[src/rtl/maze_sequencer_if.sv]
// Handshake/bus bundle between the maze game-flow controller and its neighbours.
// Optional MAZE_SEQ_LIVES_EN adds the lives_left field.
interface maze_sequencer_if;
    logic       start;
    logic       at_exit;
    logic       caught;
    logic       fade_ack;
    logic       clear;
    logic       increment;
    logic [2:0] maze_idx;
    logic       fade_req;
    logic       playing;
    logic       game_won;
    logic       game_over;
    logic       fade_timeout;
`ifdef MAZE_SEQ_LIVES_EN
    logic [1:0] lives_left;
`endif

    // Player/collision/fade side: drives the requests, observes the game state.
    modport master (
        output start, at_exit, caught, fade_ack,
        input  clear, increment, maze_idx, fade_req, playing, game_won, game_over, fade_timeout
`ifdef MAZE_SEQ_LIVES_EN
        , input lives_left
`endif
    );

    // Sequencer side.
    modport slave (
        input  start, at_exit, caught, fade_ack,
        output clear, increment, maze_idx, fade_req, playing, game_won, game_over, fade_timeout
`ifdef MAZE_SEQ_LIVES_EN
        , output lives_left
`endif
    );
endinterface

[src/rtl/maze_sequencer.sv]
// Game-flow controller for the maze-index counter: clear/increment pulses,
// exit debounce, fade handshake with timeout, win/lose detection.
// Optional feature macro: MAZE_SEQ_LIVES_EN (lives register, lives_left output).
module maze_sequencer #(
    parameter int unsigned NUM_MAZES     = 5,
    parameter int unsigned EXIT_DEBOUNCE = 4,
    parameter int unsigned FADE_TIMEOUT  = 1023
) (
    input logic             clk,
    input logic             reset_n,
    maze_sequencer_if.slave bus
);

    localparam int unsigned DW = $clog2(EXIT_DEBOUNCE + 1);
    localparam int unsigned TW = $clog2(FADE_TIMEOUT + 1);
    localparam logic [2:0]    LAST_IDX = 3'(NUM_MAZES - 1);
    localparam logic [DW-1:0] DEB_LAST = DW'(EXIT_DEBOUNCE - 1);
    localparam logic [TW-1:0] TO_LAST  = TW'(FADE_TIMEOUT - 1);

    typedef enum logic [2:0] {IDLE, PLAY, FADE, WIN, LOSE} state_t;

    state_t        state;
    logic [DW-1:0] deb_cnt;
    logic [TW-1:0] to_cnt;
    logic [2:0]    maze_idx;
    logic          clear, increment, fade_req, playing, game_won, game_over, fade_timeout;
`ifdef MAZE_SEQ_LIVES_EN
    logic [1:0]    lives;
`endif

    // Game state machine; flags are decoded from the next state so they are registered.
    always_ff @(posedge clk or negedge reset_n) begin
        state_t nxt;
        if (!reset_n) begin
            state        <= IDLE;
            deb_cnt      <= '0;
            to_cnt       <= '0;
            maze_idx     <= 3'd0;
            clear        <= 1'b0;
            increment    <= 1'b0;
            fade_req     <= 1'b0;
            playing      <= 1'b0;
            game_won     <= 1'b0;
            game_over    <= 1'b0;
            fade_timeout <= 1'b0;
`ifdef MAZE_SEQ_LIVES_EN
            lives        <= 2'd0;
`endif
        end else begin
            nxt       = state;
            clear     <= 1'b0;
            increment <= 1'b0;
            case (state)
                IDLE, WIN, LOSE: begin
                    if (bus.start) begin
                        nxt          = PLAY;
                        clear        <= 1'b1;
                        maze_idx     <= 3'd0;
                        deb_cnt      <= '0;
                        fade_timeout <= 1'b0;
`ifdef MAZE_SEQ_LIVES_EN
                        lives        <= 2'd3;
`endif
                    end
                end
                PLAY: begin
                    if (bus.caught) begin
                        deb_cnt <= '0;
`ifdef MAZE_SEQ_LIVES_EN
                        if (lives > 2'd1) begin
                            lives <= lives - 2'd1;
                        end else begin
                            lives <= 2'd0;
                            nxt   = LOSE;
                        end
`else
                        nxt = LOSE;
`endif
                    end else if (bus.at_exit) begin
                        if (deb_cnt == DEB_LAST) begin
                            deb_cnt <= '0;
                            to_cnt  <= '0;
                            nxt     = (maze_idx == LAST_IDX) ? WIN : FADE;
                        end else begin
                            deb_cnt <= deb_cnt + DW'(1);
                        end
                    end else begin
                        deb_cnt <= '0;
                    end
                end
                FADE: begin
                    if (bus.fade_ack || to_cnt == TO_LAST) begin
                        nxt       = PLAY;
                        increment <= 1'b1;
                        maze_idx  <= maze_idx + 3'd1;
                        deb_cnt   <= '0;
                        if (!bus.fade_ack) begin
                            fade_timeout <= 1'b1;
                        end
                    end else begin
                        to_cnt <= to_cnt + TW'(1);
                    end
                end
                default: nxt = IDLE;
            endcase
            state     <= nxt;
            playing   <= (nxt == PLAY);
            fade_req  <= (nxt == FADE);
            game_won  <= (nxt == WIN);
            game_over <= (nxt == LOSE);
        end
    end

    assign bus.clear        = clear;
    assign bus.increment    = increment;
    assign bus.maze_idx     = maze_idx;
    assign bus.fade_req     = fade_req;
    assign bus.playing      = playing;
    assign bus.game_won     = game_won;
    assign bus.game_over    = game_over;
    assign bus.fade_timeout = fade_timeout;
`ifdef MAZE_SEQ_LIVES_EN
    assign bus.lives_left   = lives;
`endif

endmodule

[src/flat_wrapper.sv]
// flat-port wrapper written by rule: the top's interface ports become plain ports
module maze_sequencer_flat 
#(
    parameter int unsigned NUM_MAZES     = 5,
    parameter int unsigned EXIT_DEBOUNCE = 4,
    parameter int unsigned FADE_TIMEOUT  = 1023
)
  (clk, reset_n, bus_start, bus_at_exit, bus_caught, bus_fade_ack, bus_clear, bus_increment, bus_maze_idx, bus_fade_req, bus_playing, bus_game_won, bus_game_over, bus_fade_timeout);
  maze_sequencer_if bus_i ();
  input logic clk;
  input logic reset_n;
  input wire logic [$bits(bus_i.start)-1:0] bus_start;
  input wire logic [$bits(bus_i.at_exit)-1:0] bus_at_exit;
  input wire logic [$bits(bus_i.caught)-1:0] bus_caught;
  input wire logic [$bits(bus_i.fade_ack)-1:0] bus_fade_ack;
  output wire logic [$bits(bus_i.clear)-1:0] bus_clear;
  output wire logic [$bits(bus_i.increment)-1:0] bus_increment;
  output wire logic [$bits(bus_i.maze_idx)-1:0] bus_maze_idx;
  output wire logic [$bits(bus_i.fade_req)-1:0] bus_fade_req;
  output wire logic [$bits(bus_i.playing)-1:0] bus_playing;
  output wire logic [$bits(bus_i.game_won)-1:0] bus_game_won;
  output wire logic [$bits(bus_i.game_over)-1:0] bus_game_over;
  output wire logic [$bits(bus_i.fade_timeout)-1:0] bus_fade_timeout;
  assign bus_i.start = bus_start;
  assign bus_i.at_exit = bus_at_exit;
  assign bus_i.caught = bus_caught;
  assign bus_i.fade_ack = bus_fade_ack;
  assign bus_clear = bus_i.clear;
  assign bus_increment = bus_i.increment;
  assign bus_maze_idx = bus_i.maze_idx;
  assign bus_fade_req = bus_i.fade_req;
  assign bus_playing = bus_i.playing;
  assign bus_game_won = bus_i.game_won;
  assign bus_game_over = bus_i.game_over;
  assign bus_fade_timeout = bus_i.fade_timeout;
  maze_sequencer #(.NUM_MAZES(NUM_MAZES), .EXIT_DEBOUNCE(EXIT_DEBOUNCE), .FADE_TIMEOUT(FADE_TIMEOUT)) u_core (.clk(clk), .reset_n(reset_n), .bus(bus_i));
endmodule
[config.mk]
export PLATFORM = sky130hd
export DESIGN_NAME = maze_sequencer_flat
export DESIGN_NICKNAME = d
export VERILOG_FILES = /design/src/rtl/maze_sequencer_if.sv /design/src/rtl/maze_sequencer.sv /design/src/flat_wrapper.sv
export SDC_FILE = /design/constraint.sdc
export NUM_CORES = 1
export LEC_CHECK = 0
export CAP_MARGIN = 20
export CORE_ASPECT_RATIO = 0.9
export CORE_MARGIN = 4
export CORE_UTILIZATION = 49
export CTS_CLUSTER_DIAMETER = 80
export DETAILED_ROUTE_END_ITERATION = 16
export PLACE_DENSITY = 0.85
export SYNTH_ARGS = -nofsm -noshare
export SYNTH_HDL_FRONTEND = slang
export SYNTH_SLANG_ARGS = --single-unit
[constraint.sdc]
create_clock -name clk -period 1.7 [get_ports clk]
set_clock_uncertainty 0.2 [all_clocks]
set_input_delay 0.34 -clock clk [delete_from_list [all_inputs] [get_ports clk]]
set_output_delay 0.34 -clock clk [all_outputs]
set_load 0.1 [all_outputs]
==> reports/qor.csv <==
stage,metric,value,unit
outcome,outcome,finished with violations,
outcome,violations,negative setup slack,
layout,fin_area,0.00219,mm^2
sta,slew_violations,0,
floorplanning,start_util,51.5,%
global_routing,grt-ovfl-total,0,
sta,holdWs,152,ps
drt,vias,1353,
sta,worst_slew_pin_slew,458,ps
sta,relSlewSlack,69.4,%
clock_network,cts.sinks,26,
sta,timing.fmax,0.514,GHz
logic_synthesis,synth.distinct_cells,47,
power,total_power,0.00145,W
power,ir_drop,681,uV
global_routing,grt_max_degree,27,
logic_synthesis,syn_area_per_cell,10.8,um^2
flow_run,max_cap_violations,0,
critical_path,r2r_slack,-250,ps
drt,routed_wirelength,4.05,mm
clock_network,clk_latency,340,ps
worst_hold_path,hp-class,primary input to async pin,
global_routing,grt_pass1_vias,1377,
logic_synthesis,async_flop_share,100,%
clock_network,cts_buffers,3,
sta,hold_viol_final,0,
critical_path,cpLargestDelayFamily,compound AO/OA/AOI/OAI gates,
critical_path,crit_required,1740,ps
layout,final_cell_mix,"32 x buf_4, 21 x dfrtp_1, 14 x nor2_1",
critical_path,worstRegToRegCells,7,
drt,detail_route.wl_per_cell,17.9,um
sta,setup_viol,21,
drt,drt_iter0_markers,65,
logic_synthesis,syn_inst,131,
placed_design,gp_congestion,0.871,
clock_network,clockRootBuffer,clkbuf_4,
floorplanning,die_h,59.0,um
layout,drive_above_1_share,47.6,%
logic_synthesis,synth-edff-count,0,
logic_synthesis,synth_sequential_area_ratio,45.9,%
global_routing,grt_pass1_wl,6.53,mm
critical_path,critPathKind,flop to flop,
floorplanning,pin_count,16,
global_routing,antenna_found_initial,0,
critical_path,r2r_end,u_core.to_cnt[2],
floorplanning,core,0.00275,mm^2
global_routing,grt_usage,22.9,%
placed_design,dp_slack,-554,ps
layout,finalNetCount,199,
placed_design,io_buffers,15,
logic_synthesis,synth_nets,142,
critical_path,crit_fanout,9,
critical_path,reg2reg_from,u_core.to_cnt[0],
layout,layout_commonest_cell,buf_4,
logic_synthesis,yosysWarningCount,0,
layout,area_delta_synth_final,54.9,%
critical_path,start_kind,flop,
layout,antenna_cells,0,
clock_network,cts_buffer_depth,2,
floorplanning,die_area,0.00382,mm^2
drt,postRouteAntennaNets,0,
drt,drc_errors,0,
drt,vias_per_cell,5.96,
sta,period_share,114,%
critical_path,crit_slowest_cell,dfrtp_1,
clock_network,cts_tree,built,
power,power_leakage,1.02,nW
clock_network,clk_pin_slew,140,ps
sta,period_minus_slack,1950,ps
floorplanning,num_rows,18,
placed_design,placed_cell_area,0.00203,mm^2
clock_network,h-tree-depth,1,
logic_synthesis,ys_seq_elements,26,
sta,setup-tns-final,-2710,ps
logic_synthesis,synthesis.area,0.00142,mm^2
placed_design,hpwl,2.82,mm
critical_path,worstPathArrival,1980,ps
critical_path,path_cells,inv_1 -> ha_2 -> nand3_4 -> o31ai_4 -> buf_6 -> nor3b_1 -> a211o_1,
drt,dr.pass1.iters,4,
floorplanning,die_x,64.7,um
critical_path,max_stage_delay,410,ps
critical_path,cp-end-kind,flop,
sta,fin_ws,-246,ps
logic_synthesis,synth_ff_type,dfrtp_1,
sta,rsz0062_at_grt,true,
power,power_density,661,mW/mm^2
critical_path,crit_buf_inv,2,
==> state kept, by name (all words and copies together) (netlist names) <==
signal and count:
u_core.to_cnt 10, u_core.bus.maze_idx 3, u_core.deb_cnt 3, u_core.state 3, u_core.bus.clear 1, u_core.bus.fade_req 1, u_core.bus.fade_timeout 1, u_core.bus.game_over 1
u_core.bus.game_won 1, u_core.bus.increment 1, u_core.bus.playing 1
==> per-stage QoR <==
step                utilization (%)  cells
floorplan                         -    131
global placement               73.8    221
detailed placement             73.8    221
CTS                            78.1    227
global route                   79.9    227
finish                         79.9    227
==> power by group <==
part,internal (W),switching (W)
logic,0.000192,0.000257
clock network,0.000131,0.000185
registers,0.000652,0.0000328
total,0.000976,0.000475
==> metal layers <==
| layer | track usage, % | wire length, um | up-vias |
|---|---|---|---|
| met5 | 0 | 0 | - |
| met4 | 11.7 | 97 | 0 |
| met2 | 39.1 | 2130 | 59 |
| met3 | 5.31 | 252 | 14 |
| met1 | 27.3 | 1570 | 678 |
| li1 | - | - | 602 |
==> final cells by class <==
class / instances / area, um^2
fill: 158 / 553
inverter: 5 / 18.8
multi-input combinational: 97 / 838
tap: 40 / 50.0
sequential: 26 / 662
timing repair buffer: 55 / 589
clock buffer: 4 / 36.3
==> worst max-delay path by stage <==
stage / startpoint / endpoint / cells past startpoint
after floorplan: u_core.state[0] / u_core.deb_cnt[0] / 5
after global placement: bus_fade_ack / u_core.to_cnt[8] / 5
after detailed placement: bus_fade_ack / u_core.to_cnt[8] / 5
after CTS: u_core.to_cnt[0] / u_core.to_cnt[4] / 7
after global routing: u_core.to_cnt[0] / u_core.bus.fade_req / 8
final: u_core.to_cnt[0] / u_core.to_cnt[2] / 7
==> cells in the mapped netlist, types with 2 or more instances <==
cell / n / share of area (%)
o21a_1: 4 / 2.1
o21ai_1: 2 / 0.71
nor3_1: 2 / 0.71
nand2_1: 5 / 1.3
nor2_1: 14 / 3.7
nor2b_1: 2 / 0.88
nor3b_1: 5 / 2.7
a211oi_2: 2 / 1.8
ha_1: 5 / 4.4
a22o_1: 2 / 1.2
buf_4: 2 / 1.1
and3b_1: 2 / 1.2
o21ai_0: 5 / 1.8
nand3_1: 10 / 3.5
inv_1: 4 / 1.1
and3_1: 3 / 1.3
mux2i_1: 2 / 1.4
a221o_1: 2 / 1.4
a21oi_1: 5 / 1.8
dfrtp_1: 26 / 46
==> logic make-up (layout without fill, tap and decap cells) <==
group | count (synthesis) | after routing | synth area share (%)
AOI/OAI and AO/OA | 30 | 30 | 16.5
xor gates and xnor gates | 2 | 2 | 1.24
adders and majority gates | 5 | 5 | 4.42
buffers and inverters | 8 | 64 | 2.74
DFF | 26 | 26 | 45.9
muxes | 4 | 4 | 3.00
and+or+nand+nor | 56 | 56 | 26.2
==> repair_timing <==
item                       in CTS  in global routing
setup endpoints to repair      23                 21
pin swaps                       7                  6
gates resized for setup        11                 13
cloned                          0                  0
hold buffers                    0                  0
buffers inserted                3                  0
Note: power is estimated with default switching activity, not from simulation.
